`src/rtl/btn_reset_req_pkg.sv`:
```
// Shared definitions for the push-button debouncer / reset-request block:
// FSM state encodings and the board clock used to size timing parameters.
package btn_reset_req_pkg;

    typedef enum logic [1:0] {
        BTN_IDLE    = 2'd0,
        BTN_WAIT_HI = 2'd1,
        BTN_PRESSED = 2'd2,
        BTN_WAIT_LO = 2'd3
    } btn_state_t;

    localparam int CLK_HZ = 100_000_000;

    // Converts a duration in microseconds to clock cycles at CLK_HZ.
    function automatic int cycles_from_us(input int us);
        return (CLK_HZ / 1_000_000) * us;
    endfunction

endpackage

```
`src/rtl/btn_reset_req_sync_2ff.sv`:
```
// Two-flop synchronizer for a single asynchronous level; clears to 0 on rst.
module sync_2ff (
    input  logic clk,
    input  logic rst,
    input  logic d,
    output logic q
);

    logic s0;
    logic s1;

    always_ff @(posedge clk or posedge rst) begin
        if (rst) begin
            s0 <= 1'b0;
            s1 <= 1'b0;
        end else begin
            s0 <= d;
            s1 <= s0;
        end
    end

    assign q = s1;

endmodule

```
`src/rtl/btn_reset_req.sv`:
```
// Debounces one raw push-button into level/press/release strobes, flags a long
// press once per press, and stretches that into a registered reset request.
module btn_reset_req
    import btn_reset_req_pkg::*;
#(
    parameter int STABLE_CYCLES = cycles_from_us(10_000),
    parameter int HOLD_CYCLES   = cycles_from_us(2_000_000),
    parameter int REQ_CYCLES    = 16
) (
    input  logic clk,
    input  logic rst,
    input  logic btn_in,
    output logic btn_level,
    output logic btn_press,
    output logic btn_release,
    output logic long_press,
    output logic rst_req
);

    localparam int SW = $clog2(STABLE_CYCLES) + 1;
    localparam int HW = $clog2(HOLD_CYCLES) + 1;
    localparam int RW = $clog2(REQ_CYCLES) + 1;

    localparam logic [SW-1:0] STAB_LAST = SW'(STABLE_CYCLES - 1);
    localparam logic [HW-1:0] HOLD_LAST = HW'(HOLD_CYCLES - 1);
    localparam logic [HW-1:0] HOLD_MAX  = HW'(HOLD_CYCLES);
    localparam logic [RW-1:0] REQ_LOAD  = RW'(REQ_CYCLES - 1);

    logic s1;

    btn_state_t    state_reg,    state_next;
    logic [SW-1:0] stab_cnt_reg, stab_cnt_next;
    logic [HW-1:0] hold_cnt_reg, hold_cnt_next;
    logic [RW-1:0] req_cnt_reg,  req_cnt_next;
    logic          level_reg,    level_next;
    logic          press_reg,    press_next;
    logic          release_reg,  release_next;
    logic          long_reg,     long_next;
    logic          rst_req_reg,  rst_req_next;

    sync_2ff u_sync (
        .clk (clk),
        .rst (rst),
        .d   (btn_in),
        .q   (s1)
    );

    always_ff @(posedge clk or posedge rst) begin
        if (rst) begin
            state_reg    <= BTN_IDLE;
            stab_cnt_reg <= '0;
            hold_cnt_reg <= '0;
            req_cnt_reg  <= '0;
            level_reg    <= 1'b0;
            press_reg    <= 1'b0;
            release_reg  <= 1'b0;
            long_reg     <= 1'b0;
            rst_req_reg  <= 1'b0;
        end else begin
            state_reg    <= state_next;
            stab_cnt_reg <= stab_cnt_next;
            hold_cnt_reg <= hold_cnt_next;
            req_cnt_reg  <= req_cnt_next;
            level_reg    <= level_next;
            press_reg    <= press_next;
            release_reg  <= release_next;
            long_reg     <= long_next;
            rst_req_reg  <= rst_req_next;
        end
    end

    always_comb begin
        state_next    = state_reg;
        stab_cnt_next = stab_cnt_reg;
        hold_cnt_next = hold_cnt_reg;
        level_next    = level_reg;
        press_next    = 1'b0;
        release_next  = 1'b0;
        long_next     = 1'b0;

        case (state_reg)
            BTN_IDLE: begin
                if (s1) begin
                    state_next    = BTN_WAIT_HI;
                    stab_cnt_next = '0;
                end
            end
            BTN_WAIT_HI: begin
                if (!s1) begin
                    state_next = BTN_IDLE;
                end else begin
                    stab_cnt_next = stab_cnt_reg + 1'b1;
                    if (stab_cnt_reg == STAB_LAST) begin
                        state_next    = BTN_PRESSED;
                        level_next    = 1'b1;
                        press_next    = 1'b1;
                        hold_cnt_next = '0;
                    end
                end
            end
            BTN_PRESSED: begin
                if (!s1) begin
                    state_next    = BTN_WAIT_LO;
                    stab_cnt_next = '0;
                end else begin
                    // Saturating at HOLD_CYCLES guarantees one long_press per press.
                    if (hold_cnt_reg != HOLD_MAX) begin
                        hold_cnt_next = hold_cnt_reg + 1'b1;
                    end
                    if (hold_cnt_reg == HOLD_LAST) begin
                        long_next = 1'b1;
                    end
                end
            end
            BTN_WAIT_LO: begin
                if (s1) begin
                    // Bounce back high: resume the press, keep hold progress.
                    state_next = BTN_PRESSED;
                end else begin
                    stab_cnt_next = stab_cnt_reg + 1'b1;
                    if (stab_cnt_reg == STAB_LAST) begin
                        state_next   = BTN_IDLE;
                        level_next   = 1'b0;
                        release_next = 1'b1;
                    end
                end
            end
            default: begin
                state_next = BTN_IDLE;
            end
        endcase
    end

    // Reset-request stretcher; a long press during an active request is ignored.
    always_comb begin
        req_cnt_next = req_cnt_reg;
        rst_req_next = rst_req_reg;
        if (rst_req_reg) begin
            if (req_cnt_reg == '0) begin
                rst_req_next = 1'b0;
            end else begin
                req_cnt_next = req_cnt_reg - 1'b1;
            end
        end else if (long_reg) begin
            rst_req_next = 1'b1;
            req_cnt_next = REQ_LOAD;
        end
    end

    assign btn_level   = level_reg;
    assign btn_press   = press_reg;
    assign btn_release = release_reg;
    assign long_press  = long_reg;
    assign rst_req     = rst_req_reg;

endmodule

```
`config.mk`:
```
export PLATFORM = sky130hd
export DESIGN_NAME = btn_reset_req
export DESIGN_NICKNAME = d
export VERILOG_FILES = /design/src/rtl/btn_reset_req_pkg.sv /design/src/rtl/btn_reset_req_sync_2ff.sv /design/src/rtl/btn_reset_req.sv
export SDC_FILE = /design/constraint.sdc
export NUM_CORES = 1
export LEC_CHECK = 0
export CAP_MARGIN = 30
export CORE_ASPECT_RATIO = 1.5
export CORE_UTILIZATION = 40
export DETAILED_ROUTE_END_ITERATION = 8
export HOLD_SLACK_MARGIN = 0.15
export PLACE_DENSITY_LB_ADDON = 0.12
export SYNTH_ARGS = -nofsm -noshare
export SYNTH_HDL_FRONTEND = slang
export SYNTH_SLANG_ARGS = --single-unit
```
`constraint.sdc`:
```
create_clock -name clk -period 4.4 [get_ports clk]
set_clock_uncertainty 0.15 [all_clocks]
set_input_delay 0.44 -clock clk [delete_from_list [all_inputs] [get_ports clk]]
set_output_delay 0.44 -clock clk [all_outputs]
set_load 0.05 [all_outputs]
```
==> impl_results.md <==
- Routed via count: 2589
- Pre-antenna DRT Iters: 4
- Worst hold path class: flip-flop to flip-flop
- Setup Buffers After CTS: 0
- Synth Area in Adders: 0.0150
- Synth area leader: dfrtp_1
- Layout cells sized above 1: 0.0763
- Post-Synth Simple-Gate Area: 0.299
- Share of Yosys cell area claimed by the top area cell type: 0.480
- Top Family by Delay on Critical Path: simple AND/OR/NAND/NOR gates
- Via density: 5.64
- RR Startpoint: hold_cnt_reg[11]$_DFFE_PP0P_
- WP buf/inv: 1
- Startpoint Class: flip-flop
- Wire per inst: 15.3 um
- Clk buf depth: 2
- Leak: 1.82 nW
- RSZ-0062 raised after global routing: false
- CTS root buffer: clkbuf_16
- Synth cell types: 49
- Vias in the first global route: 2611
- DRT antenna net count: 0
- Synth Area in Compound Gates: 0.0893
- Critical path type: flip-flop to flip-flop
- Sequential Area: 1600 um2
- Critical path, cell by cell: nor4b_1, nand4_1, o21ai_1, buf_4, and2_4, a211o_1
- Worst Setup SP: hold_cnt_reg[11]$_DFFE_PP0P_
- Die W: 76.6 um
- Boundary pin count: 8
- N_diodes: 0
- Cts bufs inserted: 9
- DR iter-0 viols: 186
- Die height: 114 um
- Maximum fanout along the worst path: 15
- Yosys warning total: 0
- Clk Latency, worst-skew pair: 0.33 ns
- Sink Count: 64
- Worst path slowest cell: o21ai_1
- Max Slew Vio Count: 0
- Mapped cell area: 3330 um2
- Worst setup margin: 1.86 ns
- Cell Rows: 40
- Xor and xnor area share after synthesis: 0.0499
- Area of the multi-input gates: 1640 um2
- Die area: 8710 um2
- Fraction of the cycle the final worst path needs: 0.578
- Place WS: 1.88 ns
- First-pass GRT wire length: 12600 um
- Sequential-to-total area share from yosys stat: 0.480
- Nets@finish: 358
- Setup tns final: 0 ns
- CTS H-tree depth: 3
- Min Tclk post-route: 2.54 ns
- CORE AREA: 8060 um2
- TritonCTS clock tree: yes
- Synthesized instance count: 339
- Syn-to-layout area delta: 13.5%
- Worst VDD drop: 0.282 mV
- Fmax: 0.393 GHz
- Largest family of logic cells by synthesized area: simple AND/OR/NAND/NOR gates
- Syn nets: 346
- Final WL: 7010 um
- Multiplexer area fraction after synthesis: 0.0394
- Commonest non-fill, non-tap cells in the layout: dfrtp_1 (64), nand2_1 (32), nor2_1 (31)
- Initial antenna violation count: 0
- Starting density of the core: 0.414
- Worst-path clk slew: 0.05 ns
- Worst setup EP type: flip-flop
- # DRC: 0
- Dpl hpwl: 4880 um
- Status: finished, final reports clean
- Hold Startpoint: u_sync.s0$_DFF_PP0_
- GP Congestion: 0.756
- Ys flop type: dfrtp_1
- # Max-Cap Violations: 0
- Post-synth EDFFs: 0
- Final hold viol count: 0
- Mean Syn Cell Area: 9.84 um2
- Slew @ Worst Pin: 0.881 ns
- Largest net degree at the start of global routing: 35
- Worst EP required: 4.51 ns
- Fillers: 766
- Worst Path Arrival: 2.66 ns
- Synth top area cells: dfrtp_1 (48%), xor2_1 (3.9%), nand3_1 (3.9%), and3_1 (3.8%), mux2i_1 (3.6%)
- All-Layer GR Usage: 0.186
- PwrDens: 336 nW/um2
- Grt total ovfl: 0
- Async SR Flop Fraction: 1.00
- Number of flip-flops in the largest register: 29
- Hold_buf cts: 0
- IO buf count: 7
- Relative slew slack: 0.408
- # resized after CTS: 0
- Flops & latches, synth: 64
- Final setup viols: 0
- Worst stage delay on the critical path: 0.53 ns
- Most common cell after layout, fill and taps aside: dfrtp_1
[per-layer routing]
layer | track usage | up-vias | wire [um] | share of wire
li1 | - | 1265 | - | -
met4 | 0.113 | 0 | 149 | 0.021
met5 | 0 | - | 0 | 0
met1 | 0.230 | 1269 | 3240 | 0.46
met2 | 0.297 | 41 | 3400 | 0.48
met3 | 0.0400 | 14 | 217 | 0.031
[power breakdown]
part / leakage, nW / switching (W) / total (W) / internal (W)
clock: 0.126 / 0.000231 / 0.000620 / 0.000389
sequential: 0.885 / 0.0000134 / 0.000612 / 0.000598
combinational: 0.814 / 0.0000222 / 0.0000381 / 0.0000158
[cell families (layout without fill, tap and decap cells)]
logic type / Yosys count / count (layout)
buf+inv: 20 / 35
flops: 64 / 64
fa+ha+maj: 4 / 4
simple gates: 177 / 177
xor+xnor: 19 / 19
mux: 13 / 13
compound gates: 42 / 42
[synthesized netlist by cell type, types with 4 or more instances]
master / n
dfrtp_1: 64
nand2_1: 32
nor2_1: 31
nand3_1: 26
and3_1: 20
nor3_1: 18
xor2_1: 15
mux2i_1: 12
nand4_1: 11
a211o_1: 9
inv_1: 9
o21ai_0: 8
buf_2: 7
a21oi_1: 6
nor4_1: 6
a22o_1: 5
and4_1: 5
ha_1: 4
o31ai_1: 4
xnor2_1: 4
[layout make-up]
| cell class | count | share of cell area |
|---|---|---|
| Multi-Input combinational cell | 255 | 0.434 |
| Clock buffer | 13 | 0.0661 |
| Clock inverter | 1 | 0.00132 |
| Inverter | 9 | 0.00893 |
| Sequential cell | 64 | 0.423 |
| Tap cell | 105 | 0.0347 |
| Timing Repair Buffer | 12 | 0.0317 |
[worst paths after layout]
kind	cells past startpoint	end	slack [ns]
max in group asynchronous	4	hold_cnt_reg[26]$_DFFE_PP0P_	3.04
min	0	u_sync.q$_DFF_PP0_	0.20
max	6	hold_cnt_reg[2]$_DFFE_PP0P_	1.86
min in group asynchronous	2	stab_cnt_reg[1]$_DFFE_PP0P_	0.26
min reg2reg	0	u_sync.q$_DFF_PP0_	0.20
max reg2reg	6	hold_cnt_reg[2]$_DFFE_PP0P_	1.86
[stage by stage]
stage	hold slack (ns)	total power (W)	util	area, um2	cells
floorplan	0.181	0.000646	-	3330	339
global placement	0.199	0.000658	0.434	3500	443
detailed placement	0.202	0.000661	0.438	3530	445
CTS	0.211	0.00129	0.470	3780	459
global route	0.210	0.00132	0.470	3780	459
finish	0.202	0.00127	0.470	3780	459
Power figures use the tool's default switching activity.
